File: src/rtl/mem_port_arbiter.sv
// mem_port_arbiter: single RAM port shared by fetch (IF) and data (MEM) with a one-cycle read response FSM.
// Optional MEM_ARB_STARVE_GUARD_EN forces an IF grant after STARVE_LIMIT consecutive MEM wins.
module mem_port_arbiter #(
  parameter int STARVE_LIMIT = 3
) (
  input  logic        Clock,
  input  logic        Reset,
  input  logic        IF_Req,
  input  logic [31:0] IF_Addr,
  output logic        IF_Gnt,
  output logic        IF_Stall,
  output logic        IF_RdValid,
  output logic [31:0] IF_RdData,
  input  logic        MEM_Req,
  input  logic        MEM_Write,
  input  logic [31:0] MEM_Addr,
  input  logic [31:0] MEM_WData,
  output logic        MEM_Gnt,
  output logic        MEM_Stall,
  output logic        MEM_RdValid,
  output logic [31:0] MEM_RdData,
  input  logic        IF_Flush,
  output logic [31:0] Mem_Address,
  output logic        Mem_MemWrite,
  output logic [31:0] Mem_WriteData,
  input  logic [31:0] Mem_ReadData
);
  typedef enum logic [1:0] {IDLE, IF_RD, MEM_RD} state_t;
  state_t state, state_nxt;
  logic [31:0] last_addr;
  logic force_if;
  if (STARVE_LIMIT < 1 || STARVE_LIMIT > 15) begin : g_bad_limit
    $error("STARVE_LIMIT out of range 1..15");
  end
`ifdef MEM_ARB_STARVE_GUARD_EN
  logic [3:0] starve_cnt;
  assign force_if = starve_cnt == 4'(STARVE_LIMIT);
  always_ff @(posedge Clock) begin
    if (Reset || IF_Gnt || !IF_Req) starve_cnt <= '0;
    else if (MEM_Gnt) starve_cnt <= starve_cnt + 4'd1;
  end
`else
  assign force_if = 1'b0;
`endif
  assign IF_Gnt  = !Reset && IF_Req && (!MEM_Req || force_if);
  assign MEM_Gnt = !Reset && MEM_Req && !IF_Gnt;
  assign IF_Stall  = !Reset && IF_Req && !IF_Gnt;
  assign MEM_Stall = !Reset && MEM_Req && !MEM_Gnt;
  // Port address parks on the last granted address when idle.
  assign Mem_Address   = Reset ? 32'd0 : IF_Gnt ? IF_Addr : MEM_Gnt ? MEM_Addr : last_addr;
  assign Mem_MemWrite  = MEM_Gnt && MEM_Write;
  assign Mem_WriteData = Reset ? 32'd0 : MEM_WData;
  always_ff @(posedge Clock) begin
    last_addr <= Mem_Address;
    state <= Reset ? IDLE : state_nxt;
  end
  always_comb begin
    state_nxt = IF_Gnt ? IF_RD : (MEM_Gnt && !MEM_Write) ? MEM_RD : IDLE;
  end
  assign IF_RdValid  = !Reset && state == IF_RD && !IF_Flush;
  assign MEM_RdValid = !Reset && state == MEM_RD;
  assign IF_RdData   = IF_RdValid ? Mem_ReadData : 32'd0;
  assign MEM_RdData  = MEM_RdValid ? Mem_ReadData : 32'd0;
endmodule

File: config.mk
export PLATFORM = sky130hd
export DESIGN_NAME = mem_port_arbiter
export DESIGN_NICKNAME = d
export VERILOG_FILES = /design/src/rtl/mem_port_arbiter.sv
export SDC_FILE = /design/constraint.sdc
export NUM_CORES = 1
export LEC_CHECK = 0
export ABC_AREA = 0
export BUFFER_PORTS_ARGS = -buffer_cell sky130_fd_sc_hd__buf_2
export CAP_MARGIN = 30
export CORE_AREA = 2 2 104 106
export CTS_CLUSTER_SIZE = 30
export DETAILED_ROUTE_END_ITERATION = 7
export DIE_AREA = 0 0 106 108
export SYNTH_ARGS = -nofsm -noshare
export SYNTH_HDL_FRONTEND = slang
export SYNTH_SLANG_ARGS = --single-unit
File: constraint.sdc
create_clock -name Clock -period 1.5 [get_ports Clock]
set_input_delay 0.3 -clock Clock [delete_from_list [all_inputs] [get_ports Clock]]
set_output_delay 0.3 -clock Clock [all_outputs]
set_load 0.02 [all_outputs]
Word level (Yosys, flattened, before mapping):

Index checks and enable logic that the tools add are counted.

* bits in registers: 34
* logic and storage cells: 31
* input port bits: 134
* output and inout port bits: 135

* reduce and logical (&&, ||, !) cells: 18
* multiplexer cells: 8
* equal/unequal tests: 2

Operator list (number)
* two-way mux 32 bit: 6
* logical AND 1 bit: 11
* logical NOT 1 bit: 6
* == test 2 x 1 -> 1 bit (second input constant): 1
* == test 2 bit (second input constant): 1
* two-way mux 2 bit: 1
* OR reduction 2 bit: 1
* two-way mux 1 bit: 1

Logic depth before layout (Yosys ltp):

* depth after elaboration: 8
* depth in mapped cells: 4

Worst setup path before layout:

OpenSTA, ideal clock, no wires.

* kind: input to output
* from: in IF_Req
* to: out Mem_Address[24]
* path buffers: 2
* slack: -166 ps
* arrival time: 1366 ps
* required time: 1200 ps
* cell stages on the path: 4
* cell sequence: buf_4 > buf_4 > mux2i_1 > a211oi_1

* word-level cells in the longest chain between the ends: 7

RTL lines
* start, declared: RTL line 8 `input logic IF_Req,`
* logical AND 1 bit (*) (2 in series): RTL line 45 `assign IF_Gnt = !Reset && IF_Req && (!MEM_Req || force_if);`
* logical NOT 1 bit: RTL line 46 `assign MEM_Gnt = !Reset && MEM_Req && !IF_Gnt;`
* logical AND 1 bit: RTL line 46
* two-way mux 32 bit: RTL line 50 `assign Mem_Address = Reset ? 32'd0 : IF_Gnt ? IF_Addr : MEM_Gnt ? MEM_Addr : last_addr;`
* two-way mux 32 bit (*) (2 in series): RTL line 50
* end, declared: RTL line 23 `output logic [31:0] Mem_Address,`

Every way passes the cells marked *; elsewhere a longest branch is shown, timed or not.

Final worst setup path:

* from: reg state[0]
* to: out IF_RdData[31]

* word-level cells in the longest chain between the ends: 4

RTL lines
* start, declared: RTL line 29 `state_t state, state_nxt;`
* start signal, assigned: RTL line 55 `state <= Reset ? IDLE : state_nxt;`
* == test 2 x 1 -> 1 bit: RTL line 60 `assign IF_RdValid = !Reset && state == IF_RD && !IF_Flush;`
* logical AND 1 bit (2 in series): RTL line 60
* two-way mux 32 bit: RTL line 62 `assign IF_RdData = IF_RdValid ? Mem_ReadData : 32'd0;`
* end, declared: RTL line 13 `output logic [31:0] IF_RdData,`

Every way passes these cells.

==> qor_table.md <==
| Parameter | This run |
|:---|:---|
| Cell Pwr Density | 553 nW/um^2 |
| Register bit total from synthesis | 34 |
| Iteration-0 DRC count of the detailed router | 116 |
| Maximum number of pins on one net before global-route repair | 41 |
| # rows | 37 |
| Effective utilization at floorplan | 22.3% |
| Maximum clock frequency | 0.582 GHz |
| CTS hold repair buffers | 0 |
| Max Slew Vio Count | 0 |
| Wire length of the first global-routing pass | 14100 um |
| Worst Setup End Kind | primary output |
| Most Used Layer, Global Route | met2 |
| Global-route track usage on met2 | 28.7% |
| Width of the die | 106 um |
| Antenna Violating Nets Remaining | 0 |
| Total of warnings raised by yosys | 0 |
| Routed vias/inst | 4.33 |
| Gate count of the mapped netlist | 262 |
| Synthesized Nets | 396 |
| DRC violations left | 0 |
| CP Cell Sequence | nor4b_4 -> buf_12 -> and2_1 -> buf_4 |
| Hpwl dp | 6720 um |
| Total count of hold-check failures in the final report | 0 |
| Proportion of synthesized chip area in sequential cells | 29.8% |
| Die area | 11400 sq um |
| Via count of the routed design | 2910 |
| Total number of clock tree sinks | 34 |
| Startpoint kind of the worst setup timing path | flip-flop |
| Commonest cells after routing, fill and taps aside | 175 x sky130_fd_sc_hd__buf_2, 64 x sky130_fd_sc_hd__nor2b_1, 58 x sky130_fd_sc_hd__buf_6 |
| Core Region | 10200 sq um |
| Number of library cell types mapped by synthesis | 16 |
| Tot Pwr | 2.69 mW |
| Overall Global Routing Usage | 15.3% |
| Total number of H-tree levels | 2 |
| Drt first pass iters | 4 |
| Ports placed on the boundary | 269 |
| Number of buffers added by the clock tree synthesis step | 5 |
| Area growth, synth to finish | 112% |
| Final Cycle Share | 115% |
| Slowest cell on crit path | sky130_fd_sc_hd__dfxtp_2 |
| Met1 track utilization from global routing | 17.6% |
| Setup TNS Final | -12.37 ns |
| Setup WS pre-CTS | -0.159 ns |
| Post-layout nets | 670 |
| Netlist Area Pre-Place | 2290 sq um |
| Sum of buffers and inverters on the critical path | 2 |
| Latest clock arrival within the worst-skew pair | 0.27 ns |
| Leakage | 2.45 nW |
| Fraction of the core area covered by cells at the end of the flow | 47.5% |
| Routed WL | 10000 um |
| Post-DR wirelength/cell | 15.0 um |
| Number of buffers on the longest clock path | 2 |
| Maximum fanout encountered on the critical timing path | 33 |
| IO buf count | 267 |
| Global-route met3 utilization | 3.62% |
| Via count of the first global-routing pass | 2909 |
| Clock-pin slew of the registers on the worst-case setup and hold paths | 0.07 ns |
| Delay contributed by the slowest stage of the critical path | 0.36 ns |
| Final critical-path setup slack | -0.218 ns |
| Data arrival time of the critical path | 1.42 ns |
| Maximum VDD drop | 377 uV |
| Final Critical Period | 1.72 ns |
| CTS Root Buffer Type | sky130_fd_sc_hd__clkbuf_8 |
| Violated checks | setup timing |
| Number of fillers in the final layout | 977 |
| Crit path kind | flip-flop to primary output |
| CTS tree | built |
| Max-capacitance violation count | 0 |
| Diodes inserted | 0 |
| Worst path top cell family by delay | simple AND/OR/NAND/NOR gates |
| Worst hold-check path type | primary input to flip-flop |
| Layout cells sized above 1 | 71.5% |
| Mean instance size in the synthesized netlist | 8.72 sq um |
| Unrepaired setup endpoints after global routing | yes |
| Most common library cell in the layout ignoring fill and taps | sky130_fd_sc_hd__buf_2 |
| Number of antenna violations at the first check in global routing | 0 |
| Die Height | 108 um |
| Status | finished, violations left |
| Setup clock skew after layout | 0 ns |
| Gpl congestion | 0.733 |
| Count of final setup violators | 66 |
| Global-route congestion overflow total | 0 |
| Critical path data required time | 1.20 ns |
[through the flow]
| stage | hold WS, ns | std cells | instance area, sq um |
|---|---|---|---|
| 2_1_floorplan | 0.371 | 262 | 2350 |
| 3_3_place_gp | 0.478 | 654 | 3880 |
| 3_5_place_dp | 0.482 | 654 | 3880 |
| 4_1_cts | 0.162 | 665 | 4540 |
| 5_1_grt | 0.168 | 672 | 4850 |
| 6_report | 0.179 | 672 | 4850 |
[timing repair]
item | 4_1_cts | 5_1_grt
setup endpoints to repair | 97 | 82
gates resized for setup | 161 | 61
setup buffers | 2 | 3
cloned | 2 | 4
pin swaps | 17 | 28
[power breakdown]
group | internal (mW) | leakage (nW) | switching [mW] | total [mW]
logic | 0.517 | 2.13 | 0.528 | 1.04
clock network | 0.319 | 0.0373 | 0.334 | 0.652
registers | 0.970 | 0.284 | 0.0181 | 0.988
total | 1.81 | 2.45 | 0.880 | 2.69
[per-layer routing]
layer | up-vias | part of all wire [%] | wire, um
li1 | 1418 | - | -
met1 | 1346 | 39 | 3880
met2 | 136 | 53 | 5370
met3 | 10 | 6.8 | 682
met4 | 0 | 1.1 | 111
met5 | - | 0 | 0
[layout make-up]
cell class	count	area, sq um	area share [%]
clock buffers	6	72.6	1.49
clock inverters	1	7.51	0.155
inverters	1	3.75	0.0773
multi-input cells	201	1740	35.8
flip-flops and latches	34	683	14.1
well taps	136	170	3.51
repair buffers	293	2180	44.9
[registers in the layout, indices dropped and copies added (netlist names)]
| register | count |
|---|---|
| last_addr | 32 |
| state | 2 |
[path summary, 6_finish.rpt]
check / slack (ns) / from / depth (start not counted) / end
worst max-delay path: -0.22 / state[0] / 4 / IF_RdData[31]
worst min register to register: 0.58 / last_addr[29] / 2 / last_addr[29]
worst min-delay path: 0.18 / MEM_Write / 2 / state[1]
worst max register to register: 0.53 / last_addr[18] / 4 / last_addr[18]
[cells in the mapped netlist]
| master | number | area, sq um |
|---|---|---|
| sky130_fd_sc_hd__buf_4 | 3 | 22.5 |
| sky130_fd_sc_hd__clkbuf_1 | 10 | 37.5 |
| sky130_fd_sc_hd__inv_2 | 1 | 3.75 |
| sky130_fd_sc_hd__nor2b_1 | 65 | 407 |
| sky130_fd_sc_hd__and2_1 | 65 | 407 |
| sky130_fd_sc_hd__conb_1 | 1 | 3.75 |
| sky130_fd_sc_hd__buf_1 | 2 | 7.51 |
| sky130_fd_sc_hd__nor3b_2 | 1 | 12.5 |
| sky130_fd_sc_hd__a211oi_1 | 32 | 240 |
| sky130_fd_sc_hd__nor3b_1 | 3 | 22.5 |
| sky130_fd_sc_hd__dfxtp_1 | 34 | 681 |
| sky130_fd_sc_hd__buf_2 | 5 | 25.0 |
| sky130_fd_sc_hd__mux2i_1 | 32 | 320 |
| sky130_fd_sc_hd__nor4b_4 | 1 | 23.8 |
| sky130_fd_sc_hd__nor3_1 | 1 | 5.00 |
| sky130_fd_sc_hd__buf_6 | 6 | 67.6 |
[kinds of logic after synthesis]
family | Yosys count | synth area share (%)
DFF | 34 | 29.8
muxes | 32 | 14.0
buffers and inverters | 27 | 7.17
and+or+nand+nor | 136 | 38.4
AOI/OAI and AO/OA | 32 | 10.5
other | 1 | 0.164
[worst register-to-register path: stages, from the launching register on]
cell and delay (ns):
sky130_fd_sc_hd__dfxtp_1 0.33, sky130_fd_sc_hd__mux2i_2 0.08, sky130_fd_sc_hd__a211oi_2 0.27, sky130_fd_sc_hd__buf_4 0.15
sky130_fd_sc_hd__buf_4 0.09
Note: power is estimated with default switching activity, not from simulation.
